===== config.mk =====
export PLATFORM = sky130hd
export DESIGN_NAME = regf_writeback
export DESIGN_NICKNAME = d
export VERILOG_FILES = /design/src/rtl/regf_pkg.sv /design/src/rtl/regf_wb_fifo.sv /design/src/rtl/regf_writeback.sv
export SDC_FILE = /design/constraint.sdc
export NUM_CORES = 1
export LEC_CHECK = 0
export BUFFER_PORTS_ARGS = -buffer_cell sky130_fd_sc_hd__buf_2
export CORE_UTILIZATION = 57
export DETAILED_ROUTE_END_ITERATION = 10
export PLACE_DENSITY_LB_ADDON = 0.1
export SYNTH_ARGS = -nofsm -noshare
export SYNTH_HDL_FRONTEND = slang
export SYNTH_HIERARCHICAL = 1
export SYNTH_SLANG_ARGS = --single-unit

===== constraint.sdc =====
create_clock -name clk -period 16.5 [get_ports clk]
set_input_delay 3.3 -clock clk [delete_from_list [all_inputs] [get_ports clk]]
set_output_delay 3.3 -clock clk [all_outputs]
set_load 0.1 [all_outputs]

===== src/rtl/regf_pkg.sv =====
// ============================================================================
//  Module      : regf_pkg
//  Description : Shared types and constants for the integer register-file
//                write-back collector (regf_writeback, regf_wb_fifo).
//  Contents    : REG_NUM  - number of architectural integer registers
//                XLEN     - register width in bits
//                wb_req_t - one register write {addr, data}
//  Revision    : 1.0 - initial release
// ============================================================================
`default_nettype none

package regf_pkg;

    localparam int REG_NUM = 32;
    localparam int XLEN    = 32;

    typedef struct packed {
        logic [4:0]      addr;
        logic [XLEN-1:0] data;
    } wb_req_t;

endpackage : regf_pkg

`default_nettype wire


===== src/rtl/regf_wb_fifo.sv =====
// ============================================================================
//  Module      : regf_wb_fifo
//  Description : In-order circular buffer accepting up to NSRC pushes and one
//                pop per cycle. Entries are exported in age order (index 0 is
//                the head) so the parent can build hazard/bypass views.
//  Ports       : clk, rst        - clock, async active-high reset
//                push_i          - per-lane push strobe (lanes pushed in
//                                  ascending index order)
//                push_req_i      - per-lane write request
//                pop_i           - remove head (caller guarantees non-empty)
//                count_o         - occupancy at the start of the cycle
//                ent_valid_o     - per-age-slot valid
//                ent_addr_o      - per-age-slot destination register
//                head_o          - oldest entry
//                ent_data_o      - per-age-slot data (REGF_WB_BYPASS_EN only)
//  Config      : REGF_WB_BYPASS_EN adds ent_data_o
//  Revision    : 1.0 - initial release
// ============================================================================
`default_nettype none

module regf_wb_fifo
    import regf_pkg::*;
#(
    parameter int  NSRC  = 3,
    parameter int  DEPTH = 4,
    localparam int PTR_W = $clog2(DEPTH),
    localparam int CNT_W = PTR_W + 1
) (
    input  logic                         clk,
    input  logic                         rst,
    input  logic    [NSRC-1:0]           push_i,
    input  wb_req_t [NSRC-1:0]           push_req_i,
    input  logic                         pop_i,
    output logic    [CNT_W-1:0]          count_o,
    output logic    [DEPTH-1:0]          ent_valid_o,
    output logic    [DEPTH-1:0][4:0]     ent_addr_o,
`ifdef REGF_WB_BYPASS_EN
    output logic    [DEPTH-1:0][XLEN-1:0] ent_data_o,
`endif
    output wb_req_t                      head_o
);

    wb_req_t [DEPTH-1:0] mem_q, mem_d;
    logic    [PTR_W-1:0] rd_ptr_q, rd_ptr_d;
    logic    [PTR_W-1:0] wr_ptr_q, wr_ptr_d;
    logic    [CNT_W-1:0] count_q, count_d;
    logic    [CNT_W-1:0] npush;
    logic    [PTR_W-1:0] slot;
    logic    [PTR_W-1:0] age_idx;

    // Active lanes are packed contiguously starting at the write pointer,
    // keeping lower lanes older than higher lanes.
    always_comb begin
        mem_d = mem_q;
        npush = '0;
        slot  = '0;
        for (int i = 0; i < NSRC; i++) begin
            if (push_i[i]) begin
                slot        = wr_ptr_q + npush[PTR_W-1:0];
                mem_d[slot] = push_req_i[i];
                npush       = npush + CNT_W'(1);
            end
        end
        wr_ptr_d = wr_ptr_q + npush[PTR_W-1:0];
        rd_ptr_d = pop_i ? (rd_ptr_q + PTR_W'(1)) : rd_ptr_q;
        count_d  = count_q + npush - (pop_i ? CNT_W'(1) : CNT_W'(0));
    end

    always_ff @(posedge clk or posedge rst) begin
        if (rst) begin
            mem_q    <= '0;
            rd_ptr_q <= '0;
            wr_ptr_q <= '0;
            count_q  <= '0;
        end else begin
            mem_q    <= mem_d;
            rd_ptr_q <= rd_ptr_d;
            wr_ptr_q <= wr_ptr_d;
            count_q  <= count_d;
        end
    end

    // Age-ordered view: slot k holds the k-th oldest entry.
    always_comb begin
        age_idx     = '0;
        ent_valid_o = '0;
        ent_addr_o  = '0;
`ifdef REGF_WB_BYPASS_EN
        ent_data_o  = '0;
`endif
        for (int k = 0; k < DEPTH; k++) begin
            age_idx        = rd_ptr_q + PTR_W'(k);
            ent_valid_o[k] = CNT_W'(k) < count_q;
            ent_addr_o[k]  = mem_q[age_idx].addr;
`ifdef REGF_WB_BYPASS_EN
            ent_data_o[k]  = mem_q[age_idx].data;
`endif
        end
    end

    assign head_o  = mem_q[rd_ptr_q];
    assign count_o = count_q;

endmodule : regf_wb_fifo

`default_nettype wire


===== src/rtl/regf_writeback.sv =====
// ============================================================================
//  Module      : regf_writeback
//  Description : Collects register writes from NSRC execution sources,
//                buffers them in order and drains one per cycle onto the
//                register file's registered write port. Publishes a
//                per-register pending-write vector for hazard detection.
//  Ports       : clk, rst      - clock, async active-high reset
//                src_valid_i   - per-source write offer
//                src_ready_o   - common acceptance (all sources see same)
//                src_addr_i    - per-source destination register
//                src_data_i    - per-source write data
//                w_enable_o    - register-file write strobe (registered)
//                w_addr_o      - register-file write address (registered)
//                w_data_o      - register-file write data (registered)
//                pending_o     - bit r set while a write to r is in flight
//                byp_addr_i    - bypass lookup register (REGF_WB_BYPASS_EN)
//                byp_hit_o     - in-flight write found  (REGF_WB_BYPASS_EN)
//                byp_data_o    - youngest in-flight value (REGF_WB_BYPASS_EN)
//  Config      : REGF_WB_BYPASS_EN enables the operand-bypass lookup port
//  Revision    : 1.0 - initial release
// ============================================================================
`default_nettype none

module regf_writeback
    import regf_pkg::*;
#(
    parameter int NSRC  = 3,
    parameter int DEPTH = 4
) (
    input  logic                      clk,
    input  logic                      rst,
    input  logic [NSRC-1:0]           src_valid_i,
    output logic [NSRC-1:0]           src_ready_o,
    input  logic [NSRC-1:0][4:0]      src_addr_i,
    input  logic [NSRC-1:0][XLEN-1:0] src_data_i,
    output logic                      w_enable_o,
    output logic [4:0]                w_addr_o,
    output logic [XLEN-1:0]           w_data_o,
`ifdef REGF_WB_BYPASS_EN
    input  logic [4:0]                byp_addr_i,
    output logic                      byp_hit_o,
    output logic [XLEN-1:0]           byp_data_o,
`endif
    output logic [REG_NUM-1:0]        pending_o
);

    localparam int CNT_W = $clog2(DEPTH) + 1;

    generate
        if (DEPTH < NSRC) begin : g_depth_chk
            $error("regf_writeback: DEPTH must be >= NSRC");
        end
        if ((1 << $clog2(DEPTH)) != DEPTH) begin : g_pow2_chk
            $error("regf_writeback: DEPTH must be a power of two");
        end
    endgenerate

    logic    [CNT_W-1:0]      fifo_count;
    logic    [CNT_W-1:0]      free_slots;
    logic                     fifo_empty;
    logic                     accept_en;
    logic    [NSRC-1:0]       keep;
    logic    [NSRC-1:0]       push;
    wb_req_t [NSRC-1:0]       src_req;
    wb_req_t                  direct_req;
    logic                     direct_found;
    logic    [DEPTH-1:0]      ent_valid;
    logic    [DEPTH-1:0][4:0] ent_addr;
    wb_req_t                  head;
    logic    [REG_NUM-1:0]    pending;

    logic                     w_enable_q, w_enable_d;
    logic    [4:0]            w_addr_q,   w_addr_d;
    logic    [XLEN-1:0]       w_data_q,   w_data_d;

    assign fifo_empty  = (fifo_count == '0);
    assign free_slots  = CNT_W'(DEPTH) - fifo_count;
    // Accept only when every source could push at once, so no per-source
    // arbitration against remaining space is needed.
    assign accept_en   = !rst && (free_slots >= CNT_W'(NSRC));
    assign src_ready_o = {NSRC{accept_en}};

    // Accepted writes: x0 is handshaken but discarded. With an empty FIFO the
    // oldest surviving write skips the buffer and goes straight to w_*.
    always_comb begin
        keep         = '0;
        push         = '0;
        src_req      = '0;
        direct_req   = '0;
        direct_found = 1'b0;
        pending      = '0;
        for (int i = 0; i < NSRC; i++) begin
            src_req[i].addr = src_addr_i[i];
            src_req[i].data = src_data_i[i];
            keep[i]         = src_valid_i[i] && accept_en && (src_addr_i[i] != 5'd0);
            if (keep[i]) begin
                pending[src_addr_i[i]] = 1'b1;
                if (fifo_empty && !direct_found) begin
                    direct_found = 1'b1;
                    direct_req   = src_req[i];
                end else begin
                    push[i] = 1'b1;
                end
            end
        end
        for (int j = 0; j < DEPTH; j++) begin
            if (ent_valid[j]) begin
                pending[ent_addr[j]] = 1'b1;
            end
        end
    end

    always_comb begin
        w_enable_d = !fifo_empty || direct_found;
        w_addr_d   = w_addr_q;
        w_data_d   = w_data_q;
        if (!fifo_empty) begin
            w_addr_d = head.addr;
            w_data_d = head.data;
        end else if (direct_found) begin
            w_addr_d = direct_req.addr;
            w_data_d = direct_req.data;
        end
    end

    always_ff @(posedge clk or posedge rst) begin
        if (rst) begin
            w_enable_q <= 1'b0;
            w_addr_q   <= '0;
            w_data_q   <= '0;
        end else begin
            w_enable_q <= w_enable_d;
            w_addr_q   <= w_addr_d;
            w_data_q   <= w_data_d;
        end
    end

`ifdef REGF_WB_BYPASS_EN
    logic [DEPTH-1:0][XLEN-1:0] ent_data;

    // Scan oldest to youngest so the last match is the youngest value:
    // buffered entries first, then this cycle's accepted writes.
    always_comb begin
        byp_hit_o  = 1'b0;
        byp_data_o = '0;
        if (byp_addr_i != 5'd0) begin
            for (int j = 0; j < DEPTH; j++) begin
                if (ent_valid[j] && (ent_addr[j] == byp_addr_i)) begin
                    byp_hit_o  = 1'b1;
                    byp_data_o = ent_data[j];
                end
            end
            for (int i = 0; i < NSRC; i++) begin
                if (keep[i] && (src_addr_i[i] == byp_addr_i)) begin
                    byp_hit_o  = 1'b1;
                    byp_data_o = src_data_i[i];
                end
            end
        end
    end
`endif

    regf_wb_fifo #(
        .NSRC  (NSRC),
        .DEPTH (DEPTH)
    ) u_fifo (
        .clk         (clk),
        .rst         (rst),
        .push_i      (push),
        .push_req_i  (src_req),
        .pop_i       (!fifo_empty),
        .count_o     (fifo_count),
        .ent_valid_o (ent_valid),
        .ent_addr_o  (ent_addr),
`ifdef REGF_WB_BYPASS_EN
        .ent_data_o  (ent_data),
`endif
        .head_o      (head)
    );

    assign w_enable_o = w_enable_q;
    assign w_addr_o   = w_addr_q;
    assign w_data_o   = w_data_q;
    assign pending_o  = pending;

endmodule : regf_writeback

`default_nettype wire

==> results.md <==
* Total Wirelength at 60400 um
* HP Class: reg2reg
* Die H at about 160 um
* Highest metal used: met5
* Post_cts resized at 0
* Largest net degree at the start of global routing at 92
* Initial antenna violation count at 5
* Clock root cell: clkbuf_16
* Number of max-cap violations at 0
* Post-Synthesis Cells at 1851
* RSZ-0062 raised after global routing: false
* CP Data Required Time at 13.20 ns
* Antenna Nets Post-Route at 0
* CTS Buf Count at 17
* Main area contributors after synthesis: dfrtp_1 33%, nand2_1 13%, mux4_2 8.0%
* Status: finished, final reports clean
* IO Count at 189
* Post-Synthesis Cell Area at 0.0147 sq mm
* Number of cell rows at 58
* Initial DRC count at 2794
* Final-report hold violation count at 0
* Kind of critical path: in2out
* Endpoints failing setup at 0
* Flops & latches, synth at 193
* CTS tree: done
* Met3 Routed Length at about 8000 um
* Sequential cell area fraction in the yosys report at 32.8%
* Vias in the first global route at 15928
* Skew final at 0.0167 ns
* CTS Hold Bufs at 0
* Crit path DAT at 5.62 ns
* Nets@finish at 2050
* Post-synth top area share at 32.8%
* Startpoint types: primary input
* Period minus WS final at 8.92 ns
* Worst Tran Pin Value at roughly 1.3 ns
* Core footprint at approximately 0.025 sq mm
* Wl on met1 at a little over 20000 um
* Post-route clock period utilization at approximately 54%
* Drt pass-1 iters at 7
* Die area at approximately 0.026 sq mm
* P&R area growth vs syn at 9.76%
* Max_slew headroom at between 10% and 20%
* Worst setup EP type: primary output
* First-pass GRT wire length at 91600 um
* CTS sink cnt at 193
* GRT Total Usage at between 40 and 50%
* Synth warn at 6
* Clk slew on worst S/H paths at 0.08 ns
* Setup tns final at 0 ns
* DRC viols at 0
* Slew Limit Fails at 0
* Number of synthesized flops with an enable pin at 0
* Clock buffer depth at 2
* Hpwl dp at 38300 um
* Via density at approximately 7.2
* Gr ovfl total at 0
* Die W at 163 um
* Routed WL per cell at 26.6 um
* Syn avg cell area at 7.95 sq um
* # H-tree levels at 4
* Total number of vias at 16405
* Port bufs at 188
* Postcts setup bufs at 0
* Clk_lat worst skew at approximately 0.45 ns
* Netlist cell types at 66
* Asr flop ratio synth at between 90% and 100%
* Top FF cell, synth: dfrtp_1
* Met2 wire length at 27700 um
* RePlAce Congestion at 0.935
* Synthesized Nets at 1979
* Share of layout cells above drive strength 1 at 18.7%
* Area leader, netlist: dfrtp_1
* Initial Utilization at 58.3%
* Max FO, Critical Path at 9
* Max Clk Rate at roughly 0.11 GHz
[state kept, by name, indices dropped and copies added (netlist names)]
signal / cells
w_data_o: 32
u_fifo/wr_ptr_q: 2
u_fifo/rd_ptr_q: 2
u_fifo/count_o: 3
w_enable_o: 1
w_addr_o: 5
u_fifo/mem_q: 148
[path summary, 6_finish.rpt]
check / slack (ns) / depth (start not counted) / from / end
setup / recovery: 7.58 / 7 / rst / pending_o[28]
min in group asynchronous: 3.05 / 2 / rst / u_fifo/mem_q[4]
hold / removal: 0.51 / 2 / w_data_o[31] / w_data_o[31]
hold reg to reg: 0.51 / 2 / w_data_o[31] / w_data_o[31]
setup reg to reg: 11.02 / 17 / u_fifo/count_o[0] / u_fifo/mem_q[86]
max in group asynchronous: 11.85 / 3 / rst / u_fifo/rd_ptr_q[0]
[layout by cell type (no fill, tap or decap), types with 5 or more instances in the layout]
| cell type | instances |
|---|---|
| nand2_1 | 502 |
| o21ai_0 | 191 |
| dfrtp_1 | 191 |
| buf_2 | 188 |
| and3_1 | 155 |
| nor2_1 | 66 |
| nand3_1 | 56 |
| inv_1 | 54 |
| mux4_2 | 52 |
| o22ai_1 | 48 |
| o221ai_1 | 35 |
| a222oi_1 | 33 |
| o31ai_2 | 30 |
| buf_4 | 29 |
| a21oi_1 | 23 |
| o211ai_1 | 19 |
| clkbuf_16 | 17 |
| nand2b_1 | 15 |
| o21ai_1 | 15 |
| nor2b_1 | 13 |
| a22oi_1 | 13 |
| a211oi_1 | 12 |
| nor3b_1 | 12 |
| a221oi_1 | 11 |
| nand3b_1 | 10 |
| ha_1 | 10 |
| nor3_1 | 9 |
| and3b_1 | 9 |
| o31ai_1 | 8 |
| a221o_1 | 6 |
| inv_6 | 6 |
| nand3_2 | 5 |
| nand4b_1 | 5 |
| a32oi_1 | 5 |
| xor2_1 | 5 |
| xnor2_1 | 5 |
[metal layers]
| metal | GRT usage (%) | vias up |
|---|---|---|
| li1 | - | 6843 |
| met1 | 55.2 | 7710 |
| met2 | 72.8 | 1489 |
| met3 | 10.1 | 361 |
| met4 | 32.3 | 2 |
| met5 | 0 | - |
[worst max-delay path, stage by stage]
cell and delay, ns:
buf_2 0.15, a21oi_4 0.26, nand2_1 0.12, nor4_1 0.97, nand4_1 0.20, o211ai_1 0.15
buf_2 0.46
[per-stage QoR]
step	area (sq um)	std cells	utilization, %	setup WS [ns]	hold WS [ns]
2_1_floorplan	14700	1851	-	6.71	0.527
3_3_place_gp	15600	2233	61.6	7.57	0.487
3_5_place_dp	15600	2233	61.6	7.65	0.492
4_1_cts	16100	2265	63.9	7.64	0.510
5_1_grt	16100	2268	63.9	7.42	0.532
6_report	16100	2268	63.9	7.58	0.511
[cells in the mapped netlist (6+ instances only)]
library cell	n
a211oi_1	12
nand3_1	59
o211ai_1	19
buf_2	57
nand2_1	504
o31ai_2	30
a22oi_1	13
buf_4	10
dfrtp_1	193
nor3b_1	12
a221o_1	6
nor3_1	9
clkbuf_1	77
nand3b_1	10
inv_1	56
nand2b_1	16
and3b_1	10
a222oi_1	33
nor2_1	66
o21ai_1	15
mux4_2	52
and3_1	156
o21ai_0	191
ha_1	11
buf_1	13
o31ai_1	8
buf_6	7
nor2b_1	14
a221oi_1	11
o22ai_1	48
a21oi_1	23
o221ai_1	35
[area by class of cell]
cell class / instances / area (sq um)
Clock buffer: 19 / 443
Timing Repair Buffer: 217 / 1160
Clock inverter: 13 / 139
Inverter: 56 / 215
Antenna cell: 3 / 7.51
Sequential cell: 193 / 4830
Tap cell: 330 / 413
Multi-Input combinational cell: 1437 / 8940
Fill cell: 2174 / 9100
[logic make-up after synthesis]
group	synth area share (%)
AND/OR/NAND/NOR	28.5
AO/OA/AOI/OAI	22.1
buffers and inverters	6.74
flip-flops	32.8
multiplexers	8.03
adder cells (fa/ha/maj)	1.07
XOR/XNOR	0.757
Power is left out: the tool's default activity adds up to more than one toggle a clock period on the data nets, which glitch-free logic cannot reach.
